$ cat src/rtl/apb_bus1_arbiter.sv
// apb_bus1_arbiter: shares one APB requester port toward the bus1 decoder
// between two APB completer ports (m0 = axi2apb bridge, m1 = debug/DMI).
// Round-robin grant, one transfer in flight, registered in both directions.
// Optional feature macro: APB_ARB_TIMEOUT_EN adds an ACCESS-phase watchdog
// that completes a hung transfer with pslverr=1 and prdata=0.
module apb_bus1_arbiter #(
   parameter int ADDR_BITS      = 32,
   parameter int DATA_BITS      = 32,
   parameter int TIMEOUT_CYCLES = 256
) (
   input  logic                       i_clk,
   input  logic                       i_rst,
   input  logic [1:0]                 i_m_psel,
   input  logic [1:0]                 i_m_penable,
   input  logic [2*ADDR_BITS-1:0]     i_m_paddr,
   input  logic [1:0]                 i_m_pwrite,
   input  logic [2*DATA_BITS-1:0]     i_m_pwdata,
   input  logic [2*(DATA_BITS/8)-1:0] i_m_pstrb,
   input  logic [5:0]                 i_m_pprot,
   output logic [1:0]                 o_m_pready,
   output logic [DATA_BITS-1:0]       o_m_prdata,
   output logic                       o_m_pslverr,
   output logic                       o_s_psel,
   output logic                       o_s_penable,
   output logic                       o_s_pwrite,
   output logic [ADDR_BITS-1:0]       o_s_paddr,
   output logic [DATA_BITS-1:0]       o_s_pwdata,
   output logic [DATA_BITS/8-1:0]     o_s_pstrb,
   output logic [2:0]                 o_s_pprot,
   input  logic                       i_s_pready,
   input  logic [DATA_BITS-1:0]       i_s_prdata,
   input  logic                       i_s_pslverr,
   output logic [1:0]                 o_grant
);

   localparam int STRB_BITS = DATA_BITS / 8;

   localparam logic [1:0] ST_IDLE   = 2'd0;
   localparam logic [1:0] ST_SETUP  = 2'd1;
   localparam logic [1:0] ST_ACCESS = 2'd2;
   localparam logic [1:0] ST_RESP   = 2'd3;

   logic [1:0]           state_q,     state_d;
   logic                 last_q,      last_d;
   logic [1:0]           grant_q,     grant_d;
   logic                 s_psel_q,    s_psel_d;
   logic                 s_penable_q, s_penable_d;
   logic                 s_pwrite_q,  s_pwrite_d;
   logic [ADDR_BITS-1:0] s_paddr_q,   s_paddr_d;
   logic [DATA_BITS-1:0] s_pwdata_q,  s_pwdata_d;
   logic [STRB_BITS-1:0] s_pstrb_q,   s_pstrb_d;
   logic [2:0]           s_pprot_q,   s_pprot_d;
   logic [DATA_BITS-1:0] cap_rdata_q, cap_rdata_d;
   logic                 cap_err_q,   cap_err_d;
   logic [1:0]           m_pready_q,  m_pready_d;
   logic [DATA_BITS-1:0] m_prdata_q,  m_prdata_d;
   logic                 m_pslverr_q, m_pslverr_d;

   logic [1:0]           req;
   logic                 win;

`ifdef APB_ARB_TIMEOUT_EN
   localparam int CNT_W = (TIMEOUT_CYCLES > 2) ? $clog2(TIMEOUT_CYCLES) : 1;
   logic [CNT_W-1:0]     cnt_q, cnt_d;
`else
   localparam int unused_timeout_limit = TIMEOUT_CYCLES;
`endif

   // penable from the requesters carries no information for arbitration
   logic unused_penable;
   assign unused_penable = ^i_m_penable;

   // A requester whose pready is currently on the wire still shows psel at
   // that edge; masking it keeps the finished transfer from being re-granted.
   assign req = i_m_psel & ~m_pready_q;

   // Next-state logic: arbitration, downstream phase sequencing, completion
   always_comb begin
      state_d     = state_q;
      last_d      = last_q;
      grant_d     = grant_q;
      s_psel_d    = s_psel_q;
      s_penable_d = s_penable_q;
      s_pwrite_d  = s_pwrite_q;
      s_paddr_d   = s_paddr_q;
      s_pwdata_d  = s_pwdata_q;
      s_pstrb_d   = s_pstrb_q;
      s_pprot_d   = s_pprot_q;
      cap_rdata_d = cap_rdata_q;
      cap_err_d   = cap_err_q;
      m_pready_d  = 2'b00;
      m_prdata_d  = m_prdata_q;
      m_pslverr_d = m_pslverr_q;
      win         = 1'b0;
`ifdef APB_ARB_TIMEOUT_EN
      cnt_d       = cnt_q;
`endif
      case (state_q)
         ST_IDLE: begin
            if (req != 2'b00) begin
               win        = (req == 2'b11) ? ~last_q : req[1];
               last_d     = win;
               grant_d    = win ? 2'b10 : 2'b01;
               s_paddr_d  = win ? i_m_paddr[2*ADDR_BITS-1:ADDR_BITS] : i_m_paddr[ADDR_BITS-1:0];
               s_pwdata_d = win ? i_m_pwdata[2*DATA_BITS-1:DATA_BITS] : i_m_pwdata[DATA_BITS-1:0];
               s_pstrb_d  = win ? i_m_pstrb[2*STRB_BITS-1:STRB_BITS] : i_m_pstrb[STRB_BITS-1:0];
               s_pprot_d  = win ? i_m_pprot[5:3] : i_m_pprot[2:0];
               s_pwrite_d = win ? i_m_pwrite[1] : i_m_pwrite[0];
               state_d    = ST_SETUP;
            end
         end
         ST_SETUP: begin
            s_psel_d = 1'b1;
            state_d  = ST_ACCESS;
`ifdef APB_ARB_TIMEOUT_EN
            cnt_d    = '0;
`endif
         end
         ST_ACCESS: begin
            // the slave's pready only counts once penable is actually driven
            if (!s_penable_q) begin
               s_penable_d = 1'b1;
            end else if (i_s_pready) begin
               s_psel_d    = 1'b0;
               s_penable_d = 1'b0;
               cap_rdata_d = i_s_prdata;
               cap_err_d   = i_s_pslverr;
               state_d     = ST_RESP;
`ifdef APB_ARB_TIMEOUT_EN
            end else if (cnt_q == CNT_W'(TIMEOUT_CYCLES - 1)) begin
               s_psel_d    = 1'b0;
               s_penable_d = 1'b0;
               cap_rdata_d = '0;
               cap_err_d   = 1'b1;
               state_d     = ST_RESP;
            end else begin
               cnt_d = cnt_q + 1'b1;
`endif
            end
         end
         default: begin
            m_pready_d  = grant_q;
            m_prdata_d  = cap_rdata_q;
            m_pslverr_d = cap_err_q;
            grant_d     = 2'b00;
            state_d     = ST_IDLE;
         end
      endcase
   end

   // State and output registers; reset clears everything and parks the
   // last-winner pointer on port 1 so port 0 wins the first tie
   always_ff @(posedge i_clk or posedge i_rst) begin
      if (i_rst) begin
         state_q     <= ST_IDLE;
         last_q      <= 1'b1;
         grant_q     <= 2'b00;
         s_psel_q    <= 1'b0;
         s_penable_q <= 1'b0;
         s_pwrite_q  <= 1'b0;
         s_paddr_q   <= '0;
         s_pwdata_q  <= '0;
         s_pstrb_q   <= '0;
         s_pprot_q   <= 3'b000;
         cap_rdata_q <= '0;
         cap_err_q   <= 1'b0;
         m_pready_q  <= 2'b00;
         m_prdata_q  <= '0;
         m_pslverr_q <= 1'b0;
`ifdef APB_ARB_TIMEOUT_EN
         cnt_q       <= '0;
`endif
      end else begin
         state_q     <= state_d;
         last_q      <= last_d;
         grant_q     <= grant_d;
         s_psel_q    <= s_psel_d;
         s_penable_q <= s_penable_d;
         s_pwrite_q  <= s_pwrite_d;
         s_paddr_q   <= s_paddr_d;
         s_pwdata_q  <= s_pwdata_d;
         s_pstrb_q   <= s_pstrb_d;
         s_pprot_q   <= s_pprot_d;
         cap_rdata_q <= cap_rdata_d;
         cap_err_q   <= cap_err_d;
         m_pready_q  <= m_pready_d;
         m_prdata_q  <= m_prdata_d;
         m_pslverr_q <= m_pslverr_d;
`ifdef APB_ARB_TIMEOUT_EN
         cnt_q       <= cnt_d;
`endif
      end
   end

   assign o_m_pready  = m_pready_q;
   assign o_m_prdata  = m_prdata_q;
   assign o_m_pslverr = m_pslverr_q;
   assign o_s_psel    = s_psel_q;
   assign o_s_penable = s_penable_q;
   assign o_s_pwrite  = s_pwrite_q;
   assign o_s_paddr   = s_paddr_q;
   assign o_s_pwdata  = s_pwdata_q;
   assign o_s_pstrb   = s_pstrb_q;
   assign o_s_pprot   = s_pprot_q;
   assign o_grant     = grant_q;

endmodule

$ cat config.mk
export PLATFORM = sky130hd
export DESIGN_NAME = apb_bus1_arbiter
export DESIGN_NICKNAME = d
export VERILOG_FILES = /design/src/rtl/apb_bus1_arbiter.sv
export SDC_FILE = /design/constraint.sdc
export NUM_CORES = 1
export LEC_CHECK = 0
export CORE_ASPECT_RATIO = 0.75
export CORE_MARGIN = 2
export CORE_UTILIZATION = 30
export CTS_CLUSTER_SIZE = 12
export DETAILED_ROUTE_END_ITERATION = 12
export HOLD_SLACK_MARGIN = 0.03
export MAX_ROUTING_LAYER = met4
export SLEW_MARGIN = 10
export SYNTH_ARGS = -nofsm -noshare
export SYNTH_HDL_FRONTEND = slang
export SYNTH_SLANG_ARGS = --single-unit
$ cat constraint.sdc
create_clock -name i_clk -period 4.65 [get_ports i_clk]
set_input_delay 0.465 -clock i_clk [delete_from_list [all_inputs] [get_ports i_clk]]
set_output_delay 0.465 -clock i_clk [all_outputs]
set_load 0.01 [all_outputs]
==> results summary, run 1 <==
By startpoint and endpoint, the worst setup path is classified as input port to flip-flop. The largest clock skew in the final design is 0.0114 ns. The count of buffers inserted at the top-level ports is 292.

The worst stage delay on the critical path is 0.65 ns. Setup violations remaining at the end of the flow were counted as 0. The slowest stage of the critical path belongs to the cell sky130_fd_sc_hd__o211a_2. The clock drives 147 sinks. The combined area of all synthesized cells came out at 6290 µm². The critical path goes through clkdlybuf4s50_1, nand2b_4, o211a_2, buf_4, a221o_1. The fraction of registers with async set/reset came out at 100%. The full die area is 22200 µm². The total area inside the core boundary comes to 20400 µm².

The static power due to leakage is 0.00408 µW. Among all flip-flop cells after synthesis, the most frequent one is sky130_fd_sc_hd__dfrtp_1. The number of nets in the finished design came out at 971. Static timing analysis puts the maximum clock frequency at 394 MHz. Yosys mapped a number of flops with a built-in enable equal to 0. Entering global routing, the biggest net connects 77 pins. The post-synthesis net count is 697. The area added between synthesis and finish is 58.9%. The number of buffers inserted to repair setup after CTS came out at 0.

The total overflow left after global routing is 0. The critical path capture point type is a flip-flop. The initial antenna violation count was 0. The horizontal die dimension is 171 µm. The antenna diode count came out at 0. The number of distinct library cells after synthesis is 32.

The half-perimeter wire length after detailed placement came out at 13800 µm. The detail-routed net length per standard cell came out at 18.7 µm. The Yosys warning count is 0. The highest net fanout along the worst path is 76. The deepest level of the CTS H-tree is 4. The wire length of the first global-routing pass came out at 31200 µm. The flip-flop and latch area came out at 3680 µm². The clock edge transition at the registers on the reported setup and hold paths is 0.07 ns. The clock tree from TritonCTS is yes.

The post-detailed-route via-to-cell ratio is 4.94. The post-route fraction of the period consumed by the critical path came out at 54.6%. The effective utilization at floorplan came out at 30.9%. The share of final-layout standard cells stronger than drive strength 1 came out at 9.55%. IR analysis of the VDD net gives a maximum drop of 253 µV. The number of antenna-violating nets in the routed design is 0. The share of synthesized area occupied by flip-flops and latches came out at 58.5%. The total count of max-transition violations in the final report came out at 0. At the end of routability-driven placement, the weighted congestion stood at 0.785. The number of buffers on the longest clock path came out at 2. The total iterations of the first detailed-routing run is 6. The worst setup path is launched from an input port.

The areal power density over the cells came out at 660 nW/µm². The clock root buffer is sky130_fd_sc_hd__clkbuf_16. In the global route stage, overall resource usage came out at 18.9%. The worst pin sits at a relative slew slack of 32.6%. The tool flagged a number of max-cap violations equal to 0. The family with the most delay on the worst path is compound AO/OA/AOI/OAI gates. The required arrival time at the worst endpoint is 4.94 ns.

The slew at the pin closest to its max-slew limit came out at 1.01 ns. The hold violation count in the final report came out at 0. The mean area per synthesized cell is 12.3 µm². The routed design has 20200 µm of wire. The multi-input combinational cells in the finished layout cover a total of 2330 µm². The combined buffer and inverter count along the critical path came out at 2. The post-cts repair resize count is 0. The total power of the final layout came out at 6600 µW. The number of hold buffers added after CTS came out at 0.

The routed design could run at a clock period as short as 2.54 ns. For this run, design rule violations remaining after detail routing come to 0. The post-synthesis cell count is 510. The number of buffers created by CTS came out at 17.

At the worst endpoint, the arrival time is 2.83 ns. The aggregate negative setup slack is 0 ns. The number of global-route vias before repair came to 5747.

The routed via count came out at 5329. The vertical die dimension is 129 µm. The layout has 1837 filler cells. The flow ran to the end, and the final reports show no timing, DRC or antenna violations. The count of standard-cell rows is 45.

The worst-skew pair later-pin latency came out at 0.42 ns. Setup repair after global routing left no endpoint under its margin. The detailed router finished its first iteration with 361 violations. The top-level port count is 295.

In this run the worst hold path is classified as input port to async pin. The number of synthesized register bits came out at 147.
[power by group]
part / internal (µW) / switching (µW) / total, µW
sequential: 1920 / 348 / 2270
clock: 807 / 583 / 1390
combinational: 1640 / 1310 / 2950
[per-stage QoR]
step	utilization [%]	worst slack (ns)	hold slack, ns	cell area (µm²)	cells
3_5_place_dp	46.0	1.61	0.476	9380	1046
5_1_grt	49.1	1.88	0.507	10000	1078
6_report	49.1	2.11	0.458	10000	1078
2_1_floorplan	-	0.235	0.459	6290	510
3_3_place_gp	46.0	1.68	0.467	9380	1046
4_1_cts	48.9	2.05	0.483	9970	1077
[area by class of cell]
class / count / area share (%)
Clock buffer: 17 / 4.25
Sequential cell: 147 / 36.8
Multi-Input combinational cell: 309 / 23.3
Timing Repair Buffer: 302 / 30.2
Inverter: 7 / 0.313
Clock inverter: 14 / 1.68
Tap cell: 282 / 3.53
[path summary, 6_finish.rpt]
| path | startpoint | end | slack (ns) | depth (start not counted) |
|---|---|---|---|---|
| max reg2reg | o_m_pready[0] | o_s_paddr[20] | 2.23 | 4 |
| max in group asynchronous | i_rst | cap_rdata_q[3] | 3.14 | 3 |
| min | i_rst | cap_err_q | 0.46 | 2 |
| min reg2reg | cap_rdata_q[21] | cap_rdata_q[21] | 0.49 | 1 |
| min in group i_clk | cap_rdata_q[21] | cap_rdata_q[21] | 0.49 | 1 |
| max | i_m_psel[0] | o_s_paddr[20] | 2.11 | 5 |
[sequential cells by signal (all words and copies together) (netlist names)]
| register | count |
|---|---|
| o_grant | 2 |
| o_s_psel | 1 |
| o_s_paddr | 32 |
| cap_rdata_q | 32 |
| o_m_pslverr | 1 |
| o_s_pwrite | 1 |
| o_s_penable | 1 |
| o_m_prdata | 32 |
| o_s_pwdata | 32 |
| o_m_pready | 2 |
| o_s_pstrb | 4 |
| cap_err_q | 1 |
| last_q | 1 |
| state_q | 2 |
| o_s_pprot | 3 |
[placed cells by master (no fill, tap or decap), types with 2 or more instances in the layout]
| cell type | n |
|---|---|
| sky130_fd_sc_hd__mux2_2 | 27 |
| sky130_fd_sc_hd__inv_6 | 5 |
| sky130_fd_sc_hd__o22ai_1 | 2 |
| sky130_fd_sc_hd__clkinvlp_4 | 3 |
| sky130_fd_sc_hd__clkdlybuf4s50_1 | 292 |
| sky130_fd_sc_hd__buf_4 | 9 |
| sky130_fd_sc_hd__ha_1 | 2 |
| sky130_fd_sc_hd__inv_1 | 6 |
| sky130_fd_sc_hd__dfrtp_1 | 146 |
| sky130_fd_sc_hd__nand2b_1 | 2 |
| sky130_fd_sc_hd__inv_8 | 4 |
| sky130_fd_sc_hd__a221o_1 | 72 |
| sky130_fd_sc_hd__nor3_1 | 72 |
| sky130_fd_sc_hd__o21ai_0 | 2 |
| sky130_fd_sc_hd__nor2b_1 | 2 |
| sky130_fd_sc_hd__and2_1 | 2 |
| sky130_fd_sc_hd__clkbuf_16 | 17 |
| sky130_fd_sc_hd__bufinv_16 | 2 |
| sky130_fd_sc_hd__nand2_1 | 73 |
| sky130_fd_sc_hd__mux2_1 | 39 |
[Yosys cell counts (all sizes together), types with 2 or more instances]
cell type | instances | area share [%]
clkbuf | 10 | 0.60
nand2b | 3 | 0.42
a221o | 72 | 11
mux2 | 66 | 12
dfrtp | 146 | 58
buf | 37 | 3.8
ha | 3 | 0.60
nor2b | 2 | 0.20
inv | 7 | 0.42
nand2 | 73 | 4.4
o22ai | 2 | 0.20
nor3 | 72 | 5.7
o21ai | 3 | 0.30
and2 | 2 | 0.20
[layer usage]
layer	global-route usage (%)	up-vias	part of all wire, %
li1	-	2439	-
met1	23.5	2656	44
met2	31.2	223	49
met3	4.25	11	6.7
met4	5.08	0	0.84
met5	-	-	0
[kinds of logic after synthesis]
group                      Yosys count  synth area share, %
and+or+nand+nor                    155                 11.3
DFF                                147                 58.5
AOI/OAI and AO/OA                   84                 12.9
muxes                               67                 12.0
buffers and inverters               54                 4.79
adders and majority gates            3                0.596
Note: power is estimated with default switching activity, not from simulation.
==> run 2: changes to the inputs <==
Clock period 4.65 ns to 2.4 ns, I/O delays scaled along.
==> run 2 against run 1 <==
Compared with the run above: first-iteration DRC count is 14% lower; final area is 1.2% higher; hold slack worse by 0.28 ns; routed wire length is 1.1% lower; clock skew is 0.0031 ns lower; die area stayed put; via count is 0.13% higher; non-clock buffer count is 7 higher; combinational power is 94% higher; sequential cell count stayed put; highest routed layer unchanged; critical path depth is 4 lower.
==> results summary, run 2 (synthesis gave the netlist of run 1 again) <==
The clock period minus final worst setup slack came out at 1.65 ns. The number of nets in the finished design came out at 978. Before antenna repair, the detailed router went through 4 iterations.

The first global-routing pass estimated 30900 µm of wire. The worst stage delay on the critical path is 0.60 ns. In this run the number of cells on the critical path is 1.

The worst slew margin relative to its limit is 61.4%. In the layout the commonest cells are sky130_fd_sc_hd__clkdlybuf4s50_1, sky130_fd_sc_hd__dfrtp_1, sky130_fd_sc_hd__nand2_1. The utilization of the core after routing came out at 49.7%. The combined buffer and inverter count along the critical path came out at 1. The timing-limited maximum frequency is 606 MHz. The tree is rooted in a sky130_fd_sc_hd__clkbuf_16. The number of design rule violations left after detail routing came out at 0. The count of endpoints failing setup in the final report is 0. Traced cell by cell, the critical path runs through clkdlybuf4s50_1.

The total count of max-transition violations in the final report is 0. After legalization and detailed placement, the total HPWL measured 14100 µm. The origin of the worst setup path is o_m_pready[1]. CTS saw 147 sinks. The capture point of the critical path is o_m_pready[1]. The startpoint class of the critical path is a flip-flop. The share of final-layout standard cells stronger than drive strength 1 came out at 10.4%.

STA classifies the critical path endpoint as a primary output. The total wirelength of the detailed-routed design came out at 20000 µm. The number of hold buffers added after CTS is 0. The initial detailed-routing violation count is 312.

The antenna diode count came out at 0. The number of antenna-violating nets in the routed design is 0. In this run the power density over the cells is 1280 nW/µm². The data arrival time of the critical path came out at 1.41 ns. The pin count of the biggest net entering global routing came out at 76.

The routed layout has 5336 vias. After detailed routing, the average wire length per cell comes to 18.4 µm. The clock edge transition at the registers on the reported setup and hold paths is 0.07 ns. Global routing used 18.6% of the available tracks across all layers.

After layout, the worst path uses 68.7% of the clock period. Summed over all layers, the global routing overflow is 0. The count of standard-cell rows came out at 45. The deepest level of the CTS H-tree is 4. The vertical die dimension is 129 µm.

The number of buffers on the longest clock path came out at 2. The worst reg-to-reg path cell count is 5. The total power of the final layout came out at 13000 µW. For the worst-skew pair, the clock arrives at the later sink with an insertion delay of 0.42 ns. The start of the worst register-to-register path is state_q[0]. The floorplan step defined a die boundary enclosing 22200 µm².

The most common cell after layout, fill and taps aside is sky130_fd_sc_hd__clkdlybuf4s50_1. Max-cap violations in this run came to 0. The worst-case IR drop observed on VDD is 484 µV. The run finished with clean final reports. After clock tree synthesis, the setup repair step added 0 buffers. The required arrival time at the worst endpoint came out at 2.16 ns. The library cell contributing the largest single delay on the critical path is sky130_fd_sc_hd__clkdlybuf4s50_1. The count of buffers inserted at the top-level ports came out at 292. The highest net fanout along the worst path came out at 4. The number of buffers created by CTS is 17. The slack of the worst reg-to-reg path came out at 0.75 ns.

The slew at the pin closest to its max-slew limit is 0.579 ns. Pin placement for this block handled 295 I/O pins. The cell family contributing the most delay on the critical path is buffers and inverters.

The number of global-route vias before repair was 5504. Measured along the x axis, the die boundary spans 171 µm. The post-cts repair resize count is 0. Setup repair after global routing left no endpoint under its margin. In this run the critical register-to-register path is captured at o_s_paddr[13]. The area growth from synthesis to layout is 60.8%. The worst setup path is of the flip-flop to primary output kind.

The effective utilization at floorplan came out at 30.9%. The class of the tightest hold or removal check is input port to async pin. The largest clock skew in the final design is 0.00834 ns.

The placeable core area is 20400 µm². The hold violation count in the final report is 0. The initial antenna violation count came out at 0. After routing, the total negative slack on setup checks comes to 0 ns. The post-detailed-route via-to-cell ratio is 4.91.

The final weighted congestion in routability-driven placement came out at 0.791. The clock tree from TritonCTS is yes. The static power due to leakage came out at 0.00414 µW.
## run 2: cell count changes in the layout (fill, tap and decap cells not counted)
| cell | before | now |
|---|---|---|
| sky130_fd_sc_hd__buf_12 | 0 | 3 |
| sky130_fd_sc_hd__buf_16 | 1 | 0 |
| sky130_fd_sc_hd__clkinv_8 | 0 | 1 |
| sky130_fd_sc_hd__buf_4 | 9 | 14 |
| sky130_fd_sc_hd__clkinvlp_4 | 3 | 1 |
| sky130_fd_sc_hd__inv_6 | 5 | 6 |
| sky130_fd_sc_hd__clkbuf_8 | 0 | 1 |
| sky130_fd_sc_hd__clkinv_2 | 1 | 0 |
| sky130_fd_sc_hd__bufinv_16 | 2 | 3 |
## run 2: layout make-up
class                      instances  area (µm²)
multi-input combinational        309        2330
timing repair buffer             309        3090
inverter                           7        30.0
fill                            1795       10300
sequential                       147        3680
clock buffer                      18         439
tap                              282         353
clock inverter                    14         204
## run 2: per-stage QoR
stage / setup WS [ns] / instance area, µm² / std cells / hold WS [ns]
2_1_floorplan: 0.314 / 6300 / 510 / 0.372
5_1_grt: 0.632 / 10100 / 1086 / 0.192
4_1_cts: 0.713 / 10100 / 1086 / 0.174
3_5_place_dp: 0.439 / 9480 / 1054 / 0.477
6_report: 0.750 / 10100 / 1086 / 0.181
3_3_place_gp: 0.498 / 9480 / 1054 / 0.467
## run 2: worst min-delay path by stage
stage | end | slack, ns | cells after the start | startpoint
after floorplan | cap_err_q | 0.37 | 1 | i_s_pslverr
after detailed placement | cap_rdata_q[17] | 0.48 | 1 | cap_rdata_q[17]
after global routing | o_m_prdata[6] | 0.19 | 2 | i_rst
after global placement | cap_rdata_q[1] | 0.47 | 1 | cap_rdata_q[1]
final | o_m_prdata[6] | 0.18 | 2 | i_rst
after CTS | o_m_prdata[3] | 0.17 | 2 | i_rst
## run 2: layer usage
| layer | part of all wire [%] | global-route usage [%] | up-vias |
|---|---|---|---|
| li1 | - | - | 2453 |
| met3 | 6.5 | 4.76 | 28 |
| met4 | 2.2 | 6.28 | 0 |
| met5 | 0 | - | - |
| met2 | 47 | 28.7 | 199 |
| met1 | 44 | 24.1 | 2656 |
## run 2: power breakdown
| group | total [µW] | internal (µW) | switching [µW] |
|---|---|---|---|
| Clock | 2900 | 1720 | 1180 |
| Sequential | 4380 | 3710 | 667 |
| Combinational | 5720 | 3200 | 2520 |
==> run 3: changes to the inputs <==
Clock period 2.4 ns to 1.6 ns, I/O delays scaled along.
==> run 3 against run 2 <==
Compared with the run above: power grew 52%; hold slack gained 0.011 ns; final cell count grew 0.55%; clock skew grew 0.0046 ns; sequential cell count is the same; die area is the same; combinational power grew 58%; non-clock buffer count grew 5; register-to-register slack lost 0.70 ns; clock-buffer cell count grew 1; critical endpoint is now o_m_pready[0].
==> results summary, run 3 (synthesis gave the netlist of run 1 again) <==
The placeable core area is 20400 µm². The signal on the critical path passes through clkdlybuf4s50_1. The die covers 22200 µm². The initial utilization of the core area, before any placement, comes to 30.9%. After detailed placement, the total cell area comes to 9640 µm². The required arrival time at the worst endpoint is 1.44 ns. The run finished with clean final reports. The count of buffers inserted at the top-level ports came out at 292. The global-route usage over all layers is 18.6%. The total power of the final layout is 19800 µW. The net count of the finished layout is 983.

In the final layout, the share of cells above drive strength 1 is 11.2%. The area of all placed cells without fillers is 10300 µm². The initial antenna violation count is 1.

The area growth from synthesis to layout is 64.1%. Clock skew on the completed layout was measured at 0.0129 ns. The root buffer cell chosen for the clock tree is sky130_fd_sc_hd__clkbuf_16. The total congestion overflow after global routing came out at 0. In the routed design, unresolved DRC markers number 0.

The wire length of the first global-routing pass came out at 30800 µm. The total count of max-transition violations in the final report came out at 0. The hold violation count in the final report is 0. The utilization of the core after routing came out at 50.7%. The clock period minus final worst setup slack came out at 1.55 ns.

The worst vdd rail ir drop is 753 µV. Timing would allow up to 645 MHz. The highest net fanout along the worst path came out at 3. The routed via count is 5340.

The static power due to leakage came out at 0.00423 µW. The top-level port count came out at 295. The number of hold buffers added after CTS came out at 0. The detail-routed net length per standard cell is 18.4 µm.

Entering global routing, the biggest net connects 99 pins. The clock tree from TritonCTS is yes. The min-delay analysis places its worst path in the category input port to async pin.

Leaving out fill and tap cells, the most frequent cell in the layout is sky130_fd_sc_hd__clkdlybuf4s50_1. The horizontal die dimension came out at 171 µm. The number of buffers and inverters on the critical path is 1.

The vertical die dimension is 129 µm. The total of max-cap violations is 0. Row generation in the floorplan step produced 45 rows. The final weighted congestion in routability-driven placement came out at 0.819. For this design, the slowest cell found on the critical path is sky130_fd_sc_hd__clkdlybuf4s50_1. For this run, the detailed router's first-pass iteration total came to 4.

Buffers inserted during clock tree synthesis total 17. The clock passes through at most 2 buffers. The total wirelength of the detailed-routed design is 20100 µm. The kind of cell with the highest combined delay along the critical path is buffers and inverters. The startpoint class of the critical path is a flip-flop. The count of endpoints failing setup in the final report is 0. The number of global-route vias before repair came to 5709.

STA classifies the critical path endpoint as a primary output. Clock-pin slew was measured on the worst setup and hold paths at 0.06 ns. The number of clock sinks seen by CTS came out at 147. The worst stage delay on the critical path came out at 0.61 ns.

The half-perimeter wire length after detailed placement is 14200 µm. The worst-skew pair later-pin latency is 0.42 ns. The count of nets left with antenna violations once routing finished came out at 0. The top cell types in the final layout, fill and taps aside, are sky130_fd_sc_hd__clkdlybuf4s50_1, sky130_fd_sc_hd__dfrtp_1, sky130_fd_sc_hd__nand2_1. At the pin with the least slew margin, the transition time is 0.536 ns. The worst path uses 96.9% of the clock period. The data arrival time of the critical path came out at 1.39 ns. The deepest level of the CTS H-tree is 4.

The aggregate negative setup slack came out at 0 ns. In this run the tightest slew margin relative to its limit is 64.3%. Dividing the detail-routed via count by the number of cells gives 4.89. By startpoint and endpoint, the worst setup path is classified as flip-flop to primary output. In this run the power density over the cells is 1920 nW/µm². The initial detailed-routing violation count came out at 253.
run 3: layer usage:
layer  global-route usage [%]  share of wire [%]
met1                     22.8                 43
met2                     30.1                 48
met3                     4.28                6.3
met4                     6.88                2.1
met5                        -                  0
run 3: area by class of cell:
type	count	area, µm²
clock buffers	19	453
well taps	282	353
diodes	1	2.50
clock inverters	13	169
multi-input cells	309	2360
repair buffers	314	3280
fillers	1803	10100
flip-flops and latches	147	3680
inverters	7	30.0
run 3: metrics by stage:
step	setup slack, ns	std cells	hold slack [ns]
after floorplan	-0.406	510	0.292
after global placement	-0.135	1059	0.467
after detailed placement	-0.191	1059	0.478
after CTS	0.00643	1091	0.195
after global routing	-0.0426	1092	0.212
final	0.0497	1092	0.192
run 3: worst paths after layout:
kind                       slack [ns]               to            from  cells after the start
setup / recovery                 0.05    o_m_pready[0]   o_m_pready[0]                      1
hold / removal                   0.19    o_s_paddr[15]           i_rst                      3
min in group i_clk               0.34  cap_rdata_q[15]  i_s_prdata[15]                      2
setup reg to reg                 0.05    o_s_paddr[11]          last_q                      4
max in group asynchronous        0.88    o_m_pready[1]           i_rst                      3
hold reg to reg                  0.49   o_m_prdata[25]  o_m_prdata[25]                      1
run 3: repair_timing:
item                                    in CTS  in global routing
buffers inserted                             0                  0
cloned                                       0                  0
gates resized for setup                      2                 13
endpoints found under the setup margin       2                 75
pin swaps                                    0                  3
run 3: power breakdown:
part	internal (µW)	total (µW)	switching [µW]
clock	2570	4200	1630
sequential	5580	6600	1030
combinational	5170	9010	3840
total	13300	19800	6500
